File: src/rtl/d_kes_pkg.sv
// Shared definitions for the KES discrepancy-computation slice.
// Holds the default field parameters, the GF element type and the
// one-hot state encoding used by the accumulating DC PE.
package d_kes_pkg;

  localparam int          GF_ORDER_DEF = 12;
  localparam logic [12:0] GF_POLY_DEF  = 13'h1053;  // x^12 + x^6 + x^4 + x + 1

  typedef bit [GF_ORDER_DEF-1:0] gf_elem_t;

  // One-hot state encoding of the DC PE controller.
  typedef enum logic [3:0] {
    ST_IDLE = 4'b0001,
    ST_CAP  = 4'b0010,
    ST_ACC  = 4'b0100,
    ST_DONE = 4'b1000
  } state_t;

endpackage

File: src/rtl/d_kes_gf_mul.sv
// Combinational parallel GF(2^GF_ORDER) multiplier.
// Ports:
//   i_a, i_b : GF_ORDER-bit field elements
//   o_p      : i_a * i_b reduced modulo GF_POLY
module d_kes_gf_mul
  import d_kes_pkg::*;
#(
  parameter int                GF_ORDER = GF_ORDER_DEF,
  parameter logic [GF_ORDER:0] GF_POLY  = (GF_ORDER+1)'(GF_POLY_DEF)
) (
  input  logic [GF_ORDER-1:0] i_a,
  input  logic [GF_ORDER-1:0] i_b,
  output logic [GF_ORDER-1:0] o_p
);

  // Carry-less multiply, then fold the high terms back from the top down so
  // each fold can only disturb bits that have not been examined yet.
  function automatic logic [GF_ORDER-1:0] gf_mul(input logic [GF_ORDER-1:0] a,
                                                 input logic [GF_ORDER-1:0] b);
    logic [2*GF_ORDER-2:0] prod;
    logic [2*GF_ORDER-2:0] a_ext;
    logic [2*GF_ORDER-2:0] poly_ext;
    prod     = '0;
    a_ext    = {{(GF_ORDER-1){1'b0}}, a};
    poly_ext = {{(GF_ORDER-2){1'b0}}, GF_POLY};
    for (int i = 0; i < GF_ORDER; i++) begin
      prod = prod ^ ((a_ext << i) & {(2*GF_ORDER-1){b[i]}});
    end
    for (int i = 2*GF_ORDER-2; i >= GF_ORDER; i--) begin
      prod = prod ^ ((poly_ext << (i - GF_ORDER)) & {(2*GF_ORDER-1){prod[i]}});
    end
    return prod[GF_ORDER-1:0];
  endfunction

  assign o_p = gf_mul(i_a, i_b);

endmodule

File: src/rtl/d_kes_pe_dc_acc.sv
// Multi-lane, multi-beat discrepancy-computation PE for the BCH KES stage.
// Accumulates d = XOR_j S_j * v_j over LANES terms per beat and up to
// MAX_BEATS beats, and forwards the last captured syndromes to the next PE.
// Ports:
//   i_clk, i_RESET_KES_n : clock, async active-low reset
//   i_stop_dec           : synchronous abort (priority over i_start)
//   i_start, i_num_beats : start pulse (IDLE only) and beat count
//   i_valid, i_lane_mask : beat strobe (no backpressure), per-lane enable
//   i_S_in, i_v_2i_X     : packed syndromes / locator coefficients
//   o_S_out              : registered copy of the last captured i_S_in
//   o_busy, o_dc_valid   : busy flag, one-cycle result strobe
//   o_dc                 : discrepancy, held until the next accepted start
module d_kes_pe_dc_acc
  import d_kes_pkg::*;
#(
  parameter int                GF_ORDER  = GF_ORDER_DEF,
  parameter logic [GF_ORDER:0] GF_POLY   = (GF_ORDER+1)'(GF_POLY_DEF),
  parameter int                LANES     = 4,
  parameter int                MAX_BEATS = 8,
  parameter int                BW        = 4
) (
  input  logic                      i_clk,
  input  logic                      i_RESET_KES_n,
  input  logic                      i_stop_dec,
  input  logic                      i_start,
  input  logic [BW-1:0]             i_num_beats,
  input  logic                      i_valid,
  input  logic [LANES-1:0]          i_lane_mask,
  input  logic [LANES*GF_ORDER-1:0] i_S_in,
  input  logic [LANES*GF_ORDER-1:0] i_v_2i_X,
  output logic [LANES*GF_ORDER-1:0] o_S_out,
  output logic                      o_busy,
  output logic                      o_dc_valid,
  output logic [GF_ORDER-1:0]       o_dc
);

  localparam logic [BW-1:0] MAX_BEATS_W = BW'(MAX_BEATS);

  state_t                    r_state;
  state_t                    w_state_nxt;
  logic [BW-1:0]             r_cnt;
  logic                      r_pending;
  logic [LANES*GF_ORDER-1:0] r_s_cap;
  logic [LANES*GF_ORDER-1:0] r_v_cap;
  logic [LANES-1:0]          r_mask_cap;
  logic [GF_ORDER-1:0]       r_acc;
  logic [GF_ORDER-1:0]       r_dc;
  logic                      r_busy;
  logic                      r_dc_valid;
  logic [BW-1:0]             w_beats_sat;
  logic [GF_ORDER-1:0]       w_lane_prod [LANES];
  logic [GF_ORDER-1:0]       w_term;

  assign w_beats_sat = (i_num_beats > MAX_BEATS_W) ? MAX_BEATS_W : i_num_beats;

  for (genvar k = 0; k < LANES; k++) begin : g_lane
    d_kes_gf_mul #(.GF_ORDER(GF_ORDER), .GF_POLY(GF_POLY)) u_mul (
      .i_a (r_s_cap[k*GF_ORDER +: GF_ORDER]),
      .i_b (r_v_cap[k*GF_ORDER +: GF_ORDER]),
      .o_p (w_lane_prod[k])
    );
  end

  // XOR-reduce the products of the enabled lanes of the captured beat.
  always_comb begin
    w_term = '0;
    for (int k = 0; k < LANES; k++) begin
      w_term = w_term ^ (w_lane_prod[k] & {GF_ORDER{r_mask_cap[k]}});
    end
  end

  // State register.
  always_ff @(posedge i_clk or negedge i_RESET_KES_n) begin
    if (!i_RESET_KES_n) begin
      r_state <= ST_IDLE;
    end else begin
      r_state <= w_state_nxt;
    end
  end

  // Next-state logic; abort overrides everything.
  always_comb begin
    w_state_nxt = r_state;
    if (i_stop_dec) begin
      w_state_nxt = ST_IDLE;
    end else begin
      case (r_state)
        ST_IDLE: begin
          if (i_start) begin
            w_state_nxt = (w_beats_sat == {BW{1'b0}}) ? ST_DONE : ST_CAP;
          end else begin
            w_state_nxt = ST_IDLE;
          end
        end
        ST_CAP: begin
          // Counter hits zero on this edge: the beat just taken is the last.
          if (i_valid && (r_cnt == BW'(1))) begin
            w_state_nxt = ST_ACC;
          end else begin
            w_state_nxt = ST_CAP;
          end
        end
        ST_ACC:  w_state_nxt = ST_DONE;
        ST_DONE: w_state_nxt = ST_IDLE;
        default: w_state_nxt = ST_IDLE;
      endcase
    end
  end

  // Capture, accumulate and result registers.
  always_ff @(posedge i_clk or negedge i_RESET_KES_n) begin
    if (!i_RESET_KES_n) begin
      r_cnt      <= '0;
      r_pending  <= 1'b0;
      r_s_cap    <= '0;
      r_v_cap    <= '0;
      r_mask_cap <= '0;
      r_acc      <= '0;
      r_dc       <= '0;
      r_busy     <= 1'b0;
      r_dc_valid <= 1'b0;
    end else if (i_stop_dec) begin
      r_cnt      <= '0;
      r_pending  <= 1'b0;
      r_s_cap    <= '0;
      r_v_cap    <= '0;
      r_mask_cap <= '0;
      r_acc      <= '0;
      r_dc       <= '0;
      r_busy     <= 1'b0;
      r_dc_valid <= 1'b0;
    end else begin
      r_dc_valid <= 1'b0;
      r_pending  <= 1'b0;
      // A beat captured on the previous edge is folded in now, in any state,
      // so back-to-back captures and accumulates overlap.
      if (r_pending) begin
        r_acc <= r_acc ^ w_term;
      end
      case (r_state)
        ST_IDLE: begin
          if (i_start) begin
            r_acc  <= '0;
            r_dc   <= '0;
            r_cnt  <= w_beats_sat;
            r_busy <= 1'b1;
          end
        end
        ST_CAP: begin
          if (i_valid) begin
            r_s_cap    <= i_S_in;
            r_v_cap    <= i_v_2i_X;
            r_mask_cap <= i_lane_mask;
            r_pending  <= 1'b1;
            r_cnt      <= r_cnt - BW'(1);
          end
        end
        ST_ACC: begin
          r_cnt <= r_cnt;
        end
        ST_DONE: begin
          r_dc       <= r_acc;
          r_dc_valid <= 1'b1;
          r_busy     <= 1'b0;
        end
        default: begin
          r_busy <= 1'b0;
        end
      endcase
    end
  end

  assign o_S_out    = r_s_cap;
  assign o_busy     = r_busy;
  assign o_dc_valid = r_dc_valid;
  assign o_dc       = r_dc;

endmodule

File: config.mk
export PLATFORM = sky130hd
export DESIGN_NAME = d_kes_pe_dc_acc
export DESIGN_NICKNAME = d
export VERILOG_FILES = /design/src/rtl/d_kes_pkg.sv /design/src/rtl/d_kes_gf_mul.sv /design/src/rtl/d_kes_pe_dc_acc.sv
export SDC_FILE = /design/constraint.sdc
export NUM_CORES = 1
export LEC_CHECK = 0
export ABC_AREA = 1
export CAP_MARGIN = 20
export CORE_MARGIN = 2
export CORE_UTILIZATION = 45
export DETAILED_ROUTE_END_ITERATION = 10
export SLEW_MARGIN = 10
export SYNTH_ARGS = -nofsm -noshare
export SYNTH_HDL_FRONTEND = slang
export SYNTH_SLANG_ARGS = --single-unit
File: constraint.sdc
create_clock -name i_clk -period 4.4 [get_ports i_clk]
set_input_delay 0.88 -clock i_clk [delete_from_list [all_inputs] [get_ports i_clk]]
set_output_delay 0.88 -clock i_clk [all_outputs]
set_load 0.05 [all_outputs]
# Word-level counts from Yosys, hierarchy flattened
# Index checks and enable logic that the tools add are counted.
# classes
n_mux,34
shifts,0
order_cmp,1
n_eq_ne,8
multipliers,0
div,0
reduce_logical,11
bitwise,144
addsub,1
# ops
op,n
23-bit XOR,44
48-bit 2-to-1 mux,6
12-bit by 23-bit bitwise AND with 23-bit output,4
13-bit by 23-bit bitwise AND with 23-bit output,4
14-bit by 23-bit bitwise AND with 23-bit output,4
15-bit by 23-bit bitwise AND with 23-bit output,4
16-bit by 23-bit bitwise AND with 23-bit output,4
17-bit by 23-bit bitwise AND with 23-bit output,4
18-bit by 23-bit bitwise AND with 23-bit output,4
19-bit by 23-bit bitwise AND with 23-bit output,4
20-bit by 23-bit bitwise AND with 23-bit output,4
21-bit by 23-bit bitwise AND with 23-bit output,4
22-bit by 23-bit bitwise AND with 23-bit output,4
23-bit bitwise AND,4
22-bit by 17-bit XOR with 22-bit output,4
21-bit by 16-bit XOR with 21-bit output,4
20-bit by 15-bit XOR with 20-bit output,4
19-bit by 14-bit XOR with 19-bit output,4
12-bit 2-to-1 mux,6
18-bit by 13-bit XOR with 18-bit output,4
17-bit by 12-bit XOR with 17-bit output,4
16-bit by 11-bit XOR with 16-bit output,4
15-bit by 10-bit XOR with 15-bit output,4
14-bit by 9-bit XOR with 14-bit output,4
other kinds (26),59
# word_totals
mem_bits_rw,0
romBits,0
latchBits,0
ff_bits,135
wordCells,209
inputBits,109
n_memories,0
output_inout_bits,62

# Depth between registers and ports, before layout
# Gate-level depths: netlist of run 1.
# logic_depth
depth_word,32
ltp_mapped,27
mapped_depth_nobuf,26

# By module
# Synthesis of run 1 repeated with hierarchy kept, for this count alone.
# hier_totals
hier_cells,3468
area_unflattened_um2,19710.2
# by_module_without_submodules
mod,seq_area_each_um2,n_inst,cells_per_inst,area_per_inst_um2
d_kes_gf_mul,0.0,4,650,3188.1
d_kes_pe_dc_acc,3379.5,1,868,6957.9

# Worst setup path after synthesis of run 1
# OpenSTA, ideal clock, no wires.
# synth_path
kind,flip-flop to flip-flop
from,"reg r_s_cap[44], in the netlist o_S_out[44]"
to,reg r_acc[0]
path_buffers,2
path_slack_ps,1888
synth_period_minus_slack_ps,2512
setup_time_ps,119
t_arrival_ps,2393
stages_incl_launch_ff,21
required_time_ps,4281
cell_sequence,dfrtp_1 buf_4 buf_4 nand3_1 nand2_1 inv_1 nand2_1 nand3_1 nand2_1 nand2_1 nand2_1 nand2_1 nand2_2 inv_1 o21ai_0 nand3_1 xor2_1 nand2_1 nand2_1 a21oi_1 nor2_1
# synth_via
elab_chain_len,27
elab_cells_between_ends,28
cone_classes,mux (4); bitwise (24)
# synth_rtl
item,line,text
start: declaration,d_kes_pe_dc_acc.sv:43,logic [LANES*GF_ORDER-1:0] r_s_cap;
start signal: assignment,d_kes_pe_dc_acc.sv:151,r_s_cap <= i_S_in;
16-bit by 23-bit bitwise AND with 23-bit output,d_kes_gf_mul.sv:27,prod = prod ^ ((a_ext << i) & {(2*GF_ORDER-1){b[i]}});
23-bit XOR (6 in a row),d_kes_gf_mul.sv:27,
23-bit XOR (*) (2 in a row),d_kes_gf_mul.sv:27,
22-bit by 17-bit XOR with 22-bit output (*),d_kes_gf_mul.sv:30,prod = prod ^ ((poly_ext << (i - GF_ORDER)) & {(2*GF_ORDER-1){prod[i]}});
21-bit by 16-bit XOR with 21-bit output (*),d_kes_gf_mul.sv:30,
20-bit by 15-bit XOR with 20-bit output (*),d_kes_gf_mul.sv:30,
19-bit by 14-bit XOR with 19-bit output (*),d_kes_gf_mul.sv:30,
18-bit by 13-bit XOR with 18-bit output (*),d_kes_gf_mul.sv:30,
(+5 left out),--,
12-bit by 7-bit XOR with 12-bit output (*),d_kes_gf_mul.sv:30,
12-bit bitwise AND (*),d_kes_pe_dc_acc.sv:68,w_term = w_term ^ (w_lane_prod[k] & {GF_ORDER{r_mask_cap[k]}});
12-bit XOR (*),d_kes_pe_dc_acc.sv:68,
12-bit XOR (*),d_kes_pe_dc_acc.sv:138,r_acc <= r_acc ^ w_term;
12-bit 2-to-1 mux (*),d_kes_pe_dc_acc.sv:137,if (r_pending) begin
12-bit 2-to-1 mux,d_kes_pe_dc_acc.sv:142,if (i_start) begin
12-bit 2-to-1 mux (*),d_kes_pe_dc_acc.sv:140,case (r_state)
12-bit 2-to-1 mux (*),d_kes_pe_dc_acc.sv:122,end else if (i_stop_dec) begin
end signal: assignment,d_kes_pe_dc_acc.sv:138,
end: declaration,d_kes_pe_dc_acc.sv:46,logic [GF_ORDER-1:0] r_acc;
# Mark *: on every way between the ends. The rest lies on a longest branch, timed or not.
# A chain may end at the register's enable or synchronous reset.

# Worst setup path in the final report of run 1
# layout_path
from,"reg r_s_cap[11], in the netlist o_S_out[11]"
to,reg r_acc[7]
# layout_via
elab_chain_len,31
elab_cells_between_ends,35
cone_classes,mux (4); bitwise (31)
# layout_rtl
item,line
14-bit by 23-bit bitwise AND with 23-bit output,d_kes_gf_mul.sv:27
23-bit XOR (8 in a row),d_kes_gf_mul.sv:27
23-bit XOR (*) (2 in a row),d_kes_gf_mul.sv:27
22-bit by 17-bit XOR with 22-bit output (*),d_kes_gf_mul.sv:30
21-bit by 16-bit XOR with 21-bit output (*),d_kes_gf_mul.sv:30
20-bit by 15-bit XOR with 20-bit output (*),d_kes_gf_mul.sv:30
19-bit by 14-bit XOR with 19-bit output (*),d_kes_gf_mul.sv:30
18-bit by 13-bit XOR with 18-bit output (*),d_kes_gf_mul.sv:30
(+5 left out),--
12-bit by 7-bit XOR with 12-bit output (*),d_kes_gf_mul.sv:30
12-bit bitwise AND (*),d_kes_pe_dc_acc.sv:68
12-bit XOR (*) (3 in a row),d_kes_pe_dc_acc.sv:68
12-bit XOR (*),d_kes_pe_dc_acc.sv:138
12-bit 2-to-1 mux (*),d_kes_pe_dc_acc.sv:137
12-bit 2-to-1 mux,d_kes_pe_dc_acc.sv:142
12-bit 2-to-1 mux (*),d_kes_pe_dc_acc.sv:140
12-bit 2-to-1 mux (*),d_kes_pe_dc_acc.sv:122
# Marks and branches as above.

==> results of run 1 <==
==> per-stage QoR <==
stage / setup WS (ns) / hold WS, ns / power, mW / cells / cell area, um2
finish: 1.23 / 0.371 / 3.12 / 3981 / 21100
global route: 0.862 / 0.414 / 3.26 / 3981 / 21100
CTS: 1.24 / 0.381 / 3.17 / 3981 / 21100
detailed placement: 1.30 / 0.499 / 1.63 / 3949 / 20500
global placement: 1.31 / 0.499 / 1.63 / 3949 / 20500
floorplan: 1.89 / 0.481 / 1.45 / 3377 / 18900
==> cells by family after synthesis <==
family | Yosys count | synth area share
adders and majority gates | 2 | 0.00133
buffers and inverters | 548 | 0.127
AOI/OAI and AO/OA | 156 | 0.0449
and+or+nand+nor | 2164 | 0.470
DFF | 135 | 0.179
xor gates and xnor gates | 372 | 0.179
==> cells in the final DEF, fill, tap and decap left out, drive strengths merged <==
master,n
o31ai,1
xnor2,201
a22oi,1
inv,408
nor2,76
nand3b,19
a21oi,20
clkbuf,17
buf,11
o211ai,6
xor2,171
nor3,4
and2,1
a31oi,1
nand3,327
clkinv,7
bufinv,1
ha,2
o21ai,117
o21bai,2
nand2b,12
nand2,1697
dfrtp,134
nor4,1
a32o,8
clkdlybuf4s50,169
or2,5
dfstp,1
nand4,22
==> layer usage <==
metal | GRT usage | part of all wire | wire length (um) | vias up
met2 | 0.473 | 0.48 | 27800 | 424
li1 | - | - | - | 10300
met1 | 0.344 | 0.45 | 26100 | 9099
met5 | 0 | 0 | 0 | -
met4 | 0.109 | 0.031 | 1780 | 0
met3 | 0.0373 | 0.043 | 2520 | 88
==> registers in the layout (all words and copies together) (netlist names) <==
name,flops
o_S_out,48
o_busy,1
o_dc,12
o_dc_valid,1
r_acc,12
r_cnt,4
r_mask_cap,4
r_pending,1
r_state,4
r_v_cap,48
==> power groups by stage <==
stage / clock network, mW / registers, mW / logic (mW)
after global routing: 1.62 / 1.34 / 0.303
after global placement: 0 / 1.35 / 0.275
final: 1.52 / 1.33 / 0.275
after detailed placement: 0 / 1.35 / 0.277
after floorplan: 0 / 1.33 / 0.124
after CTS: 1.56 / 1.33 / 0.279
==> cell type report <==
class | count | area [um2]
Sequential cell | 135 | 3380
Clock inverter | 15 | 154
Timing Repair Buffer | 180 | 1800
Fill cell | 4368 | 20600
Tap cell | 539 | 674
Inverter | 401 | 1510
Multi-Input combinational cell | 2694 | 13100
Clock buffer | 17 | 425
==> worst reg2reg max path: stages (launching register included) <==
cell and delay (ns):
dfrtp_1 0.74, nand2_1 0.15, nand2_1 0.12, inv_1 0.04, nor2_1 0.22, nand2_1 0.11
nand2_1 0.07, nand2_1 0.06, nand3b_1 0.10, nand2_2 0.15, inv_1 0.15, nand3_1 0.13
nand3_1 0.13, nand2_1 0.05, nor2_1 0.25, nand2_1 0.09, nand2_1 0.07, nand3_1 0.06
nand2_1 0.13, nand3_1 0.09, nand2_1 0.09, nor2_1 0.05
==> path summary, 6_finish.rpt <==
path                                from          end  slack, ns  cells after the start
max in group asynchronous  i_RESET_KES_n   r_state[0]       3.13                      2
setup reg to reg             o_S_out[11]     r_acc[7]       1.23                     21
setup / recovery             o_S_out[11]     r_acc[7]       1.23                     21
hold reg to reg                  o_dc[3]      o_dc[3]       0.52                      2
hold / removal             i_RESET_KES_n  r_v_cap[17]       0.37                      1
min in group i_clk               o_dc[3]      o_dc[3]       0.52                      2
==> reports/results.tsv, run 1 <==
metric	value	unit
status	completed	
ctsResizeCount	0	
gp_congestion	0.916	
ys_warn_count	0	
criticalPathCategory	register to register	
fin_crit	3.17	ns
fin_crit_sh	0.720	
post_drt_wl_per_cell	14.6	um
drv_cap	0	
intPower	2.19	mW
setup_viol	0	
clock-root-buffer	clkbuf_16	
ctsHtreeMaxLevel	4	
die_w	209	um
power_density	148	mW/mm2
ant_nets	0	
cts_hold_buf	0	
grt_pass1_vias	18800	
coreArea	0.0417	mm2
synthesis.area	0.0189	mm2
antenna_found_initial	0	
synth_nets	3488	
synth.most_common_cell	nand2_1	
first_iter_violations	1245	
insertion_delay	0.49	ns
routed_wl	58200	um
synth.distinct_cells	40	
vias	20000	
die_h	209	um
worstPathRequired	4.78	ns
startpoint_type	register	
final_nets	3540	
p_leak	10.1	nW
initial_utilization	0.453	
drive_above_1_share	0.0366	
grt_setup_unrepaired	false	
synth_top_area_frac	0.330	
final_hold_viol_count	0	
critPathTopFamily	simple AND/OR/NAND/NOR gates	
synthTopCellsByCount	1658 x nand2_1, 383 x inv_1, 321 x nand3_1	
ys.flop_type	dfrtp_1	
cp_max_fo	16	
cts_buffers	17	
clockPowerShare	0.486	
drc	0	
synth-edff-count	0	
timing.fmax	316	MHz
max-vdd-ir-drop	0.000257	V
tritoncts	built	
vias_per_cell	5.01	
cts_setup_buffers	0	
p_sw	0.934	mW
swShare	0.299	
comb_power_share	0.088	
hp-class	input pin to asynchronous set/reset pin	
gr-total-overflow	0	
synth_top_cell_by_area	nand2_1	
syn_to_final_growth	11.6	%
setup_tns	0	ns
synthTopCellsByArea	nand2_1 33%, dfrtp_1 18%, xnor2_1 8.8%, nand3_1 8.5%, xor2_1 7.8%	
dieArea	0.0436	mm2
timing.critical_path.buf_inv	2	
pin_count	171	
dpl.hpwl	42400	um
worst_slew_pin_slew	1.11	ns
cpPeakStageDelay	0.74	ns
ys_ff_latch	135	
num_rows	75	
seqPwrFrac	0.426	
ys_async_sr_fraction	1.00	
synth_cells	3377	
grt_usage	0.273	
critPathSlowestCell	dfrtp_1	
end_kind	register	
worst_path_most_repeated_cell	nand2_1	
io_buffer_count	170	
first_pass_iters	5	
utilization	0.506	
slew_headroom	0.257	
clk_pin_slew	0.07	ns
worst_ep_arrival_time	3.55	ns
crit_chain	nand2_1 -> nand2_1 -> inv_1 -> nor2_1 -> nand2_1 -> nand2_1 -> nand2_1 -> nand3b_1 -> nand2_2 -> inv_1 -> nand3_1 -> nand3_1 -> nand2_1 -> nor2_1 -> nand2_1 -> nand2_1 -> nand3_1 -> nand2_1 -> nand3_1 -> nand2_1 -> nor2_1	
seq_area_frac_synth	0.179	
grt_pass1_wl	95800	um
clk_path_buf_depth	2	
grt_max_degree	101	
fin_skew	0.0125	ns
clock-sinks	135	
slew_violations	0	
antenna_cells	0	
avgSynthCellArea	5.59	um2
(Power assumes the default switching activity.)
==> inputs of run 2 (changes only) <==
PLACE_DENSITY = 0.67   (was default)
clock period = 2.8 ns   (was 4.4 ns; I/O delays follow)
==> reports/results.tsv, run 2 (synthesis results as in run 1) <==
metric	value	unit	change
final_hold_viol_count	0		unchanged
grt_usage	0.261		was 0.273
die_h	209	um	unchanged
drv_cap	0		unchanged
power_density	214	mW/mm2	was 148 mW/mm2
clk_pin_slew	0.07	ns	about the same
cp_max_fo	6		was 16
clock-sinks	135		unchanged
slew_violations	0		unchanged
swShare	0.281		was 0.299
gr-total-overflow	0		unchanged
worst_ep_arrival_time	3.02	ns	was 3.55 ns
seqPwrFrac	0.411		was 0.426
fin_crit	2.62	ns	was 3.17 ns
first_pass_iters	6		was 5
end_kind	register		unchanged
first_iter_violations	1385		was 1245
fin_crit_sh	0.937		was 0.720
num_rows	75		unchanged
final_common_cell	nand2_1		unchanged
pin_count	171		unchanged
initial_utilization	0.453		unchanged
p_sw	1.39	mW	was 0.934 mW
ant_nets	0		unchanged
post_drt_wl_per_cell	13.6	um	was 14.6 um
multi_input_area	0.0135	mm2	was 0.0131 mm2
clk_path_buf_depth	2		unchanged
worst_slew_pin_slew	0.805	ns	was 1.11 ns
slew_headroom	0.463		was 0.257
dpl.hpwl	43600	um	was 42400 um
drc	0		unchanged
final_nets	3730		was 3540
die_w	209	um	unchanged
drive_above_1_share	0.121		was 0.0366
vias_per_cell	4.88		was 5.01
clock-root-buffer	clkbuf_16		unchanged
coreArea	0.0417	mm2	unchanged
clockPowerShare	0.477		was 0.486
grt_pass1_wl	92200	um	was 95800 um
mostFrequentLayoutCells	1629 x nand2_1, 380 x inv_1, 311 x nand3_1, 182 x xnor2_1, 175 x buf_4		was 1658 x nand2_1, 383 x inv_1, 321 x nand3_1, 189 x xnor2_1, 169 x clkdlybuf4s50_1
intPower	3.56	mW	was 2.19 mW
setup_viol	0		unchanged
grt_max_degree	76		was 101
p_leak	11.2	nW	was 10.1 nW
hp-class	input pin to asynchronous set/reset pin		unchanged
grt_pass1_vias	18400		was 18800
final.setup.worst_slack	0.177	ns	was 1.23 ns
io_buffer_count	170		unchanged
cts_buffers	17		unchanged
criticalPathCategory	register to register		unchanged
startpoint_type	register		unchanged
regArea	0.00344	mm2	was 0.00338 mm2
max-vdd-ir-drop	0.000408	V	was 0.000257 V
tritoncts	built		unchanged
dieArea	0.0436	mm2	unchanged
routed_wl	56900	um	was 58200 um
worstPathRequired	3.20	ns	was 4.78 ns
comb_power_share	0.112		was 0.088
gp_congestion	0.900		was 0.916
antenna_found_initial	0		unchanged
fin_skew	0.0112	ns	was 0.0125 ns
grt_setup_unrepaired	true		was false
ctsHtreeMaxLevel	4		unchanged
worst-r2r-cell-count	21		unchanged
nFillCells	4271		was 4368
antenna_cells	0		unchanged
vias	20300		was 20000
status	completed		unchanged
post-place-ws	0.0436	ns	was 1.30 ns
insertion_delay	0.47	ns	was 0.49 ns
syn_to_final_growth	22.6	%	was 11.6%
finalPower	4.96	mW	was 3.12 mW
timing.fmax	381	MHz	was 316 MHz
[run 2: final cells by class]
cell class | count | share of cell area
clock buffers | 19 | 0.0187
clock inverters | 13 | 0.00633
inverters | 401 | 0.0651
multi-input cells | 2694 | 0.583
flip-flops and latches | 135 | 0.149
well taps | 539 | 0.0291
repair buffers | 370 | 0.149
[run 2: worst paths after layout]
kind / startpoint / to / slack, ns
setup reg to reg: o_S_out[47] / r_acc[2] / 0.18
hold / removal: i_RESET_KES_n / r_v_cap[42] / 0.48
max in group asynchronous: i_RESET_KES_n / r_v_cap[30] / 1.61
hold reg to reg: o_dc[5] / o_dc[5] / 0.51
setup / recovery: o_S_out[47] / r_acc[2] / 0.18
min in group i_clk: o_dc[5] / o_dc[5] / 0.51
[run 2: metal layers]
| metal | global-route usage | vias to the layer above | wire, um |
|---|---|---|---|
| met5 | 0 | - | 0 |
| met4 | 0.0842 | 0 | 1540 |
| li1 | - | 10700 | - |
| met1 | 0.337 | 9071 | 25900 |
| met2 | 0.446 | 464 | 26700 |
| met3 | 0.0380 | 94 | 2720 |
[run 2: critical path, cell delays in order, from the launching register on]
cell and delay [ns]:
dfrtp_2 0.46, buf_4 0.19, nand2_2 0.10, xor2_1 0.19, nand2_1 0.11, nand2_2 0.11
nand2_1 0.10, nand2_1 0.08, nand2_1 0.08, nand2_4 0.11, inv_2 0.03, nand2_1 0.09
nand2_2 0.09, nand3_1 0.13, nand3_1 0.12, nand2b_1 0.13, nand2_1 0.06, nand2_1 0.07
nand2_1 0.05, nor2_1 0.11, nor2_1 0.05, nor2_1 0.09
[run 2: power groups by stage]
stage,Combinational (mW),Clock [mW],Sequential (mW)
2_1_floorplan,0.195,0,2.08
5_1_grt,0.610,2.48,2.04
4_1_cts,0.547,2.42,2.04
3_3_place_gp,0.540,0,2.07
6_report,0.556,2.36,2.04
3_5_place_dp,0.543,0,2.07
[run 2: metrics by stage]
step	TNS [ns]	instances	area [um2]	util	hold WS [ns]
2_1_floorplan	0	3377	18900	-	0.264
3_3_place_gp	0	4104	21800	0.524	0.388
3_5_place_dp	0	4104	21800	0.524	0.389
4_1_cts	0	4137	22400	0.539	0.458
5_1_grt	-0.244	4171	23100	0.555	0.484
6_report	0	4171	23100	0.555	0.480
[run 2: timing repair]
| action | CTS | global route |
|---|---|---|
| hold buffers | 1 | 0 |
| hold endpoints to repair | 10 | 0 |
| resized for setup | 0 | 144 |
| buffers inserted | 0 | 34 |
| setup endpoints to repair | 0 | 12 |
